==> src/rtl/arm_pipe_pkg.sv <==
// Shared constants and types for the ARMv8 5-stage pipeline.
package arm_pipe_pkg;

  localparam int DATA_W   = 64;
  localparam int ADDR_W   = 5;
  localparam int ZERO_REG = 31;

  typedef logic [ADDR_W-1:0] reg_idx_t;
  typedef logic [DATA_W-1:0] word_t;

endpackage

==> src/rtl/wb_data_sel.sv <==
// Write-back value select: ALU result, full 64-bit load, or zero-extended byte load.
module wb_data_sel
  import arm_pipe_pkg::*;
(
  input  logic  mem_to_reg,
  input  logic  ld_byte,
  input  word_t alu_result,
  input  word_t mem_data,
  output word_t sel
);

  // NOTE: every variable written in always_comb gets a default first, so no path can infer a latch.
  always_comb begin
    sel = alu_result;
    if (mem_to_reg) begin
      if (ld_byte) sel = {{(DATA_W-8){1'b0}}, mem_data[7:0]};
      else         sel = mem_data;
    end
  end

endmodule

==> src/rtl/mem_wb_pipe_reg.sv <==
// MEM/WB pipeline register driving the register-file write port from flops.
// Optional retire counter output enabled by defining MEM_WB_RETIRE_CNT_EN.
module mem_wb_pipe_reg
  import arm_pipe_pkg::*;
(
  input  logic              clk,
  input  logic              reset,
  input  logic              stall,
  input  logic              flush,
  input  logic              in_valid,
  input  logic              in_reg_write,
  input  logic              in_mem_to_reg,
  input  logic              in_ld_byte,
  input  logic [ADDR_W-1:0] in_rd,
  input  logic [DATA_W-1:0] in_alu_result,
  input  logic [DATA_W-1:0] in_mem_data,
`ifdef MEM_WB_RETIRE_CNT_EN
  output logic [31:0]       retire_cnt,
`endif
  output logic              wb_valid,
  output logic              wb_en,
  output logic [ADDR_W-1:0] wb_addr,
  output logic [DATA_W-1:0] wb_data
);

  word_t    sel;
  logic     en;
  logic     valid_q;
  logic     en_q;
  reg_idx_t addr_q;
  word_t    data_q;

  wb_data_sel u_sel (
    .mem_to_reg (in_mem_to_reg),
    .ld_byte    (in_ld_byte),
    .alu_result (in_alu_result),
    .mem_data   (in_mem_data),
    .sel        (sel)
  );

  // XZR is architecturally read-as-zero, so a write to it must never reach the file.
  assign en = in_valid & in_reg_write & (in_rd != reg_idx_t'(ZERO_REG));

  // NOTE: flop state is updated with non-blocking assignments so every register samples pre-edge values.
  always_ff @(posedge clk) begin
    if (reset) begin
      valid_q <= 1'b0;
      en_q    <= 1'b0;
      addr_q  <= '0;
      data_q  <= '0;
    end else if (flush) begin
      valid_q <= 1'b0;
      en_q    <= 1'b0;
    end else if (!stall) begin
      valid_q <= in_valid;
      en_q    <= en;
      addr_q  <= in_rd;
      data_q  <= sel;
    end
  end

  assign wb_valid = valid_q;
  assign wb_en    = en_q;
  assign wb_addr  = addr_q;
  assign wb_data  = data_q;

`ifdef MEM_WB_RETIRE_CNT_EN
  logic [31:0] retire_q;

  // Counts instructions that actually enter WB; wraps naturally at 2^32.
  always_ff @(posedge clk) begin
    if (reset)                             retire_q <= '0;
    else if (!flush && !stall && in_valid) retire_q <= retire_q + 32'd1;
  end

  assign retire_cnt = retire_q;
`endif

endmodule

==> config.mk <==
export PLATFORM = sky130hd
export DESIGN_NAME = mem_wb_pipe_reg
export DESIGN_NICKNAME = d
export VERILOG_FILES = /design/src/rtl/arm_pipe_pkg.sv /design/src/rtl/wb_data_sel.sv /design/src/rtl/mem_wb_pipe_reg.sv
export SDC_FILE = /design/constraint.sdc
export NUM_CORES = 1
export LEC_CHECK = 0
export ABC_AREA = 1
export CAP_MARGIN = 5
export CELL_PAD_IN_SITES_DETAIL_PLACEMENT = 2
export CELL_PAD_IN_SITES_GLOBAL_PLACEMENT = 2
export CORE_ASPECT_RATIO = 0.9
export CORE_UTILIZATION = 19
export CTS_CLUSTER_SIZE = 40
export DETAILED_ROUTE_END_ITERATION = 7
export PLACE_DENSITY_LB_ADDON = 0.12
export SYNTH_ARGS = -nofsm -noshare
export SYNTH_HDL_FRONTEND = slang
export SYNTH_SLANG_ARGS = --single-unit
==> constraint.sdc <==
create_clock -name clk -period 1.78 [get_ports clk]
set_input_delay 0.356 -clock clk [delete_from_list [all_inputs] [get_ports clk]]
set_output_delay 0.356 -clock clk [all_outputs]
set_load 0.01 [all_outputs]
==> reports/results.ini, run 1 <==
[outcome]
status = finished, final reports clean

[critical_path]
cp_top_family = buffers and inverters
critPathKind = reg -> out
crit_chain = clkdlybuf4s50_1
cp_max_fo = 2
cp.required_ns = 1.42
arrival_ns = 1.26
crit_buf_inv = 1
cp_slowest_stage_delay_ns = 0.59
startpoint_type = register
endpoint_kind = output pin
slowest_stage = clkdlybuf4s50_1

[synth]
synth_warnings = 0
synthAdderAreaFrac_pct = 0
synth_nets = 663
synthCells = 522
netlist-cell-type-count = 15
yosysTopAreaCell = dfxtp_1
avgSynthCellArea_um2 = 6.58
syn_area_um2 = 3440
synthXorXnorAreaFrac_pct = 0
netlist.area_leader.share_pct = 41.4
synthSimpleGateAreaFrac_pct = 23.6
synth_area_leaders = dfxtp_1 (41%), nor2_1 (14%), a21oi_1 (9.8%)
synth_top_family_by_area = simple AND/OR/NAND/NOR gates
ys_seq_area_share_pct = 41.4
muxShareOfSynthArea_pct = 0
synth-compound-area-share_pct = 21.0
ys_ff_latch = 71

[global_route]
grt_max_degree = 57
grt_pass1_wl_mm = 23.3
antenna_found_initial = 1
grt_use_total_pct = 16.5
grt_pass1_vias = 4476
grt-ovfl-total = 0

[placed_design]
port_buffers = 211
place.gp.congestion = 0.719
pre_cts_slack_ns = 0.0831
dpl_cell_area_um2 = 5810
hpwlAfterDp_mm = 10.7
dp.cells = 943

[sta]
rsz0062_at_grt = no
min_period_ns = 1.62
holdWs_ns = 0.458
finalCritPeriodShare_pct = 90.9
worst_slack_ns = 0.162
hold_viol_final = 0
skew_ns = 0
fmax_mhz = 618
setup_viol = 0
tns_ns = 0
maxSlewViolCount = 0
maxSlewHeadroom_pct = 76.1
worstMarginPinSlew_ns = 0.359

[clock_tree]
cts_resized = 0
htreeDepth = 3
postCtsSetupRepairBufs = 0
clock_latency_ns = 0.33
tritoncts = built
clock_sinks = 71
cts_buffers = 9
clk_pin_slew_ns = 0.06
cts_hold_buf = 0
cts-root-buf = clkbuf_16
clockBufferDepth = 2

[route]
wl_met2_mm = 7.19
drcViolationCount = 0
firstDrtPassIters = 4
routed_via_density = 4.31
first_iter_violations = 117
highest_layer = met5
vias = 4125
drt-met1-wl_mm = 6.79
wl_mm = 15.2
antenna_left = 0
wire_per_inst_um = 15.9
wl_met3_mm = 1.07

[floorplanning]
start_util_pct = 19.5
placementRows = 46
die_w_um = 144
die_area_um2 = 18600
ios = 212
chipHeight_um = 130
core-area_um2 = 17700

[cells_and_area]
syn2layout_area_growth_pct = 77.4
fin_area_um2 = 6100
final_cells = 957
postLayoutCoreUtil_pct = 34.5
diodes = 0
fin_nets = 855
drive_above_1_share_pct = 4.18

[power_and_ir_drop]
p_per_area_nw_per_um2 = 741
power.total_mw = 4.52
vdd_ir_drop_max_mv = 0.379
leakagePower_nw = 2.57

[run]
drv_cap = 0

[worst_hold_path]
hold_path.class = reg -> reg

[state kept, by name, summed over array words and instances, names as in the netlist]
signal    cells
wb_data      64
wb_en         1
wb_valid      1
wb_addr       5
[layout make-up]
cell class | instances | area [um^2]
Clock buffer | 14 | 284
Fill cell | 2075 | 11600
Inverter | 71 | 267
Multi-Input combinational cell | 339 | 1530
Sequential cell | 71 | 1420
Tap cell | 240 | 300
Timing Repair Buffer | 222 | 2290
[synth_stat cells]
cell and instances:
a21oi_1 67, buf_2 31, buf_6 3, clkbuf_1 6, clkbuf_2 1, dfxtp_1 71, inv_1 70, inv_2 1
nand2_1 7, nand3_1 56, nor2_1 130, nor2_4 1, o21ai_0 67, o21ai_1 10, or2_2 1
[routing by layer]
layer,global-route usage (%),vias up
met3,6.17,9
met2,28.1,123
met4,3.69,2
li1,-,2045
met1,19.7,1946
met5,0,-
[cells by family after synthesis]
logic type      Yosys count
compound gates          144
buf+inv                 112
flops                    71
simple gates            195
[path summary, 6_finish.rpt]
check,slack [ns],cells past startpoint,end,startpoint
max,0.16,1,wb_data[21],wb_data[21]
min,0.46,2,wb_en,wb_en
max reg2reg,1.09,2,wb_data[51],wb_data[51]
min reg2reg,0.46,2,wb_en,wb_en
[power by group]
group | switching (mW) | internal [mW] | total [mW]
clock network | 0.677 | 1.08 | 1.76
registers | 0.0549 | 1.69 | 1.75
logic | 0.430 | 0.579 | 1.01
[layout by cell type, fill, tap and decap left out, drive strengths merged]
| master | instances |
|---|---|
| dfxtp | 71 |
| nand3 | 56 |
| buf | 12 |
| nand2 | 7 |
| or2 | 1 |
| clkdlybuf4s50 | 210 |
| clkbuf | 14 |
| a21oi | 67 |
| inv | 71 |
| o21ai | 77 |
| nor2 | 131 |
Note: power is estimated with default switching activity, not from simulation.
==> run 2: changes to the inputs <==
MAX_ROUTING_LAYER = met4   (was unset)
==> run 2 against run 1 <==
Effect of this change:
- clock power barely moved
- utilization barely moved
- global-route usage rose by 0.52 points
- design area barely moved
- sequential share of layout area barely moved
==> reports/results.ini, run 2 (same netlist as run 1, synthesis figures left out) <==
[sta]
fmax_mhz = 619  ; about the same
skew_ns = 0  ; unchanged
maxSlewViolCount = 0  ; unchanged
tns_ns = 0  ; unchanged
maxSlewHeadroom_pct = 76.1  ; about the same
rsz0062_at_grt = no
holdWs_ns = 0.458  ; +0.000212 ns
worst_slack_ns = 0.164  ; +0.00157 ns
worstMarginPinSlew_ns = 0.359  ; +0.000451 ns
hold_viol_final = 0  ; unchanged
min_period_ns = 1.62  ; -0.00157 ns
setup_viol = 0  ; unchanged
finalCritPeriodShare_pct = 90.8  ; about the same

[clock_tree]
htreeDepth = 3  ; unchanged
tritoncts = built
clockBufferDepth = 2  ; unchanged
cts_hold_buf = 0  ; unchanged
clock_latency_ns = 0.33  ; about the same
cts_resized = 0  ; unchanged
cts-root-buf = clkbuf_16
clock_sinks = 71  ; unchanged
postCtsSetupRepairBufs = 0  ; unchanged
cts_buffers = 9  ; unchanged
clk_pin_slew_ns = 0.06  ; about the same

[outcome]
status = finished, final reports clean

[critical_path]
cp_max_fo = 2  ; unchanged
arrival_ns = 1.26  ; about the same
cp_slowest_stage_delay_ns = 0.59  ; about the same
startpoint_type = register
critPathKind = reg -> out
endpoint_kind = output pin
cp.required_ns = 1.42  ; about the same
cp_top_family = buffers and inverters
crit_chain = clkdlybuf4s50_1
crit_buf_inv = 1  ; unchanged
slowest_stage = clkdlybuf4s50_1

[route]
antenna_left = 0  ; unchanged
first_iter_violations = 109  ; -6.8%
routed_via_density = 4.31  ; about the same
wl_mm = 15.2  ; +0.28%
wire_per_inst_um = 15.9  ; +0.18%
firstDrtPassIters = 4  ; unchanged
drcViolationCount = 0  ; unchanged
vias = 4130  ; +0.12%

[floorplanning]
chipHeight_um = 130  ; unchanged
ios = 212  ; unchanged
core-area_um2 = 17700  ; unchanged
die_w_um = 144  ; unchanged
die_area_um2 = 18600  ; unchanged
start_util_pct = 19.5  ; unchanged
placementRows = 46  ; unchanged

[global_route]
grt_pass1_wl_mm = 23.3  ; -0.12%
antenna_found_initial = 1  ; unchanged
grt_max_degree = 57  ; unchanged
grt_pass1_vias = 4481  ; +0.11%
grt-ovfl-total = 0  ; unchanged
grt_use_total_pct = 17.0  ; +0.52 points

[cells_and_area]
syn2layout_area_growth_pct = 77.5  ; about the same
mostFrequentLayoutCells = clkdlybuf4s50_1 (210), nor2_1 (130), dfxtp_1 (71)
drive_above_1_share_pct = 4.18  ; unchanged
fin_nets = 855  ; unchanged
layout_commonest_cell = clkdlybuf4s50_1
largest_reg_flops = 64  ; unchanged
postLayoutCoreUtil_pct = 34.5  ; about the same

[power_and_ir_drop]
power_frac_comb_pct = 22.4  ; about the same
sw_frac_of_total_pct = 25.7  ; about the same
vdd_ir_drop_max_mv = 0.376  ; -0.74%
internal_power_mw = 3.36  ; about the same
p_clk_share_pct = 38.9  ; about the same
seqPwrFrac_pct = 38.7  ; about the same
power.switching_mw = 1.16  ; about the same
leakagePower_nw = 2.57  ; about the same
p_per_area_nw_per_um2 = 740  ; about the same

[placed_design]
place.gp.congestion = 0.727  ; +1.2%
pre_cts_slack_ns = 0.0831  ; unchanged
port_buffers = 211  ; unchanged
hpwlAfterDp_mm = 10.7  ; unchanged

[run]
drv_cap = 0  ; unchanged

[worst_hold_path]
hold_path.class = reg -> reg

[run 2: metal layers]
metal,global-route usage [%],up-vias,share of wire (%)
met5,-,-,0
met4,3.69,0,0.49
met3,5.84,4,6.7
met2,28.1,119,47
met1,19.9,1962,45
li1,-,2045,-
[run 2: power groups by stage]
stage	logic, mW	clock network, mW	registers (mW)
2_1_floorplan	0.321	0	1.82
3_3_place_gp	1.00	0	1.78
3_5_place_dp	1.02	0	1.78
4_1_cts	1.03	1.87	1.75
5_1_grt	1.11	1.90	1.76
6_report	1.01	1.76	1.75
[run 2: cell type report]
class | count | area [um^2]
flip-flops and latches | 71 | 1420
multi-input cells | 339 | 1530
diodes | 1 | 2.50
repair buffers | 222 | 2290
clock buffers | 14 | 284
inverters | 71 | 267
fillers | 2075 | 11600
well taps | 240 | 300
[run 2: metrics by stage]
step	area, um^2	total power, mW	cells
after floorplan	3440	2.14	522
after global placement	5810	2.78	943
after detailed placement	5810	2.81	943
after CTS	6100	4.65	957
after global routing	6100	4.77	958
final	6100	4.52	958
[run 2: path summary, 6_finish.rpt]
| kind | slack, ns | startpoint | cells past startpoint | endpoint |
|---|---|---|---|---|
| worst min register to register | 0.46 | wb_en | 2 | wb_en |
| worst max register to register | 1.09 | wb_data[51] | 2 | wb_data[51] |
| worst min-delay path | 0.46 | wb_en | 2 | wb_en |
| worst max-delay path | 0.16 | wb_data[21] | 1 | wb_data[21] |
==> run 3: changes to the inputs <==
CELL_PAD_IN_SITES_DETAIL_PLACEMENT = 0   (was 2)
CELL_PAD_IN_SITES_GLOBAL_PLACEMENT = 1   (was 2)
CORE_UTILIZATION = 26   (was 19)
==> run 3 against run 2 <==
Effect of this change:
- sequential share of layout area about the same
- non-clock buffer count rose by 2
- via count is 2.8% lower
- clock skew unchanged
- combinational power about the same
- register-to-register slack about the same
- global-route usage up 1.9 points
- power up 9.6%
- first-iteration DRC count is 74% higher
- utilization up 13 points
- largest power group unchanged
==> reports/results.ini, run 3 (same netlist as run 1, synthesis figures left out) <==
[outcome]
status = finished, final reports clean

[route]
wire_per_inst_um = 13.9  ; -12%
drcViolationCount = 0  ; unchanged
firstDrtPassIters = 4  ; unchanged
routed_via_density = 4.54  ; +5.2%
antenna_left = 0  ; unchanged
wl_mm = 12.3  ; -19%
first_iter_violations = 190  ; +74%
vias = 4014  ; -2.8%

[placed_design]
dpl_cell_area_um2 = 5750  ; -1.2%
dp.cells = 869  ; -7.8%
port_buffers = 211  ; unchanged
hpwlAfterDp_mm = 8.38  ; -22%
place.gp.congestion = 0.774  ; +6.4%

[sta]
tns_ns = 0  ; unchanged
maxSlewHeadroom_pct = 72.1  ; -4.0 points
skew_ns = 0  ; unchanged
fmax_mhz = 626  ; +1.1%
finalCritPeriodShare_pct = 89.8  ; -1.0 points
holdWs_ns = 0.453  ; -0.00544 ns
hold_viol_final = 0  ; unchanged
worstMarginPinSlew_ns = 0.419  ; +0.0598 ns
rsz0062_at_grt = no
min_period_ns = 1.60  ; -0.0179 ns
setup_viol = 0  ; unchanged
maxSlewViolCount = 0  ; unchanged

[clock_tree]
clock_latency_ns = 0.34  ; about the same
htreeDepth = 3  ; unchanged
clockBufferDepth = 2  ; unchanged
cts-root-buf = clkbuf_16
clock_sinks = 71  ; unchanged
clk_pin_slew_ns = 0.06  ; about the same
tritoncts = built
cts_hold_buf = 0  ; unchanged
postCtsSetupRepairBufs = 0  ; unchanged
cts_buffers = 9  ; unchanged
cts_resized = 0  ; unchanged

[worst_hold_path]
min_path_cells = 2  ; unchanged
worstHoldStart = wb_en
hold_end = wb_en
hold_path.class = reg -> reg

[floorplanning]
ios = 212  ; unchanged
chipHeight_um = 111  ; -14%
core-area_um2 = 12800  ; -28%
placementRows = 39  ; -15%
die_area_um2 = 13700  ; -27%
die_w_um = 123  ; -14%
start_util_pct = 26.9  ; +7.4 points

[global_route]
grt_max_degree = 53  ; -7.0%
antenna_found_initial = 0  ; -1
grt-ovfl-total = 0  ; unchanged
grt_use_total_pct = 19.0  ; +1.9 points
grt_pass1_vias = 3935  ; -12%
grt_pass1_wl_mm = 19.7  ; -15%

[critical_path]
reg2regPathDepth = 2  ; unchanged
cp.required_ns = 1.42  ; about the same
cp_max_fo = 2  ; unchanged
arrival_ns = 1.24  ; -0.02 ns
regToRegEndpoint = wb_data[23]
crit_chain = clkdlybuf4s50_1
reg2reg_slack_ns = 1.10  ; about the same
endpoint_kind = output pin
crit_buf_inv = 1  ; unchanged
slowest_stage = clkdlybuf4s50_1
rr_startpoint = wb_data[23]
critPathKind = reg -> out
startpoint_type = register
cp_top_family = buffers and inverters
cp_slowest_stage_delay_ns = 0.57  ; -0.02 ns

[cells_and_area]
fin_nets = 857  ; +0.23%
syn2layout_area_growth_pct = 77.7
diodes = 0  ; -1
num-fill-cells = 1294  ; -38%
final_cells = 885  ; -7.6%
layout_commonest_cell = clkdlybuf4s50_1
fin_area_um2 = 6110  ; +0.12%
mostFrequentLayoutCells = clkdlybuf4s50_1 (210), nor2_1 (130), dfxtp_1 (71)
largest_reg_flops = 64  ; unchanged
drive_above_1_share_pct = 4.58  ; +0.39 points

[run]
drv_cap = 0  ; unchanged

[power_and_ir_drop]
p_per_area_nw_per_um2 = 810  ; +9.5%
leakagePower_nw = 2.61  ; +1.7%
vdd_ir_drop_max_mv = 0.494  ; +32%

==> run 3: layout make-up <==
class | count | area, um^2 | area share (%)
Clock buffer | 10 | 229 | 3.75
Inverter | 71 | 267 | 4.36
Timing Repair Buffer | 224 | 2320 | 38.0
Clock inverter | 6 | 133 | 2.17
Tap cell | 164 | 205 | 3.36
Multi-Input combinational cell | 339 | 1530 | 25.1
Sequential cell | 71 | 1420 | 23.3
==> run 3: metrics by stage <==
step	power, mW	worst slack (ns)	utilization (%)
2_1_floorplan	2.14	0.774	-
3_3_place_gp	2.77	0.0800	44.9
3_5_place_dp	2.77	0.0554	44.9
4_1_cts	5.03	0.161	47.8
5_1_grt	5.20	0.131	47.8
6_report	4.95	0.182	47.8
==> run 3: how the worst max path moves through the flow <==
stage,startpoint,end,slack (ns),cells past startpoint
5_1_grt,wb_data[58],wb_data[58],0.13,1
3_3_place_gp,stall,wb_data[34],0.08,6
2_1_floorplan,in_ld_byte,wb_data[40],0.77,5
6_report,wb_data[59],wb_data[59],0.18,1
4_1_cts,wb_data[58],wb_data[58],0.16,1
3_5_place_dp,stall,wb_data[18],0.06,6
==> run 3: report_power, final <==
part           leakage [nW]  internal, mW  total (mW)  switching (mW)
clock                 0.173          1.51        2.21           0.705
sequential            0.585          1.69        1.75          0.0523
combinational          1.85         0.584       0.989           0.405
total                  2.61          3.79        4.95            1.16
==> run 3: per-layer routing <==
| layer | vias to the layer above | global-route usage [%] | share of wire, % |
|---|---|---|---|
| met4 | 0 | 5.38 | 1.4 |
| met2 | 167 | 28.6 | 44 |
| met1 | 1783 | 23.7 | 45 |
| met3 | 12 | 6.58 | 9.4 |
| met5 | - | - | 0 |
| li1 | 2052 | - | - |
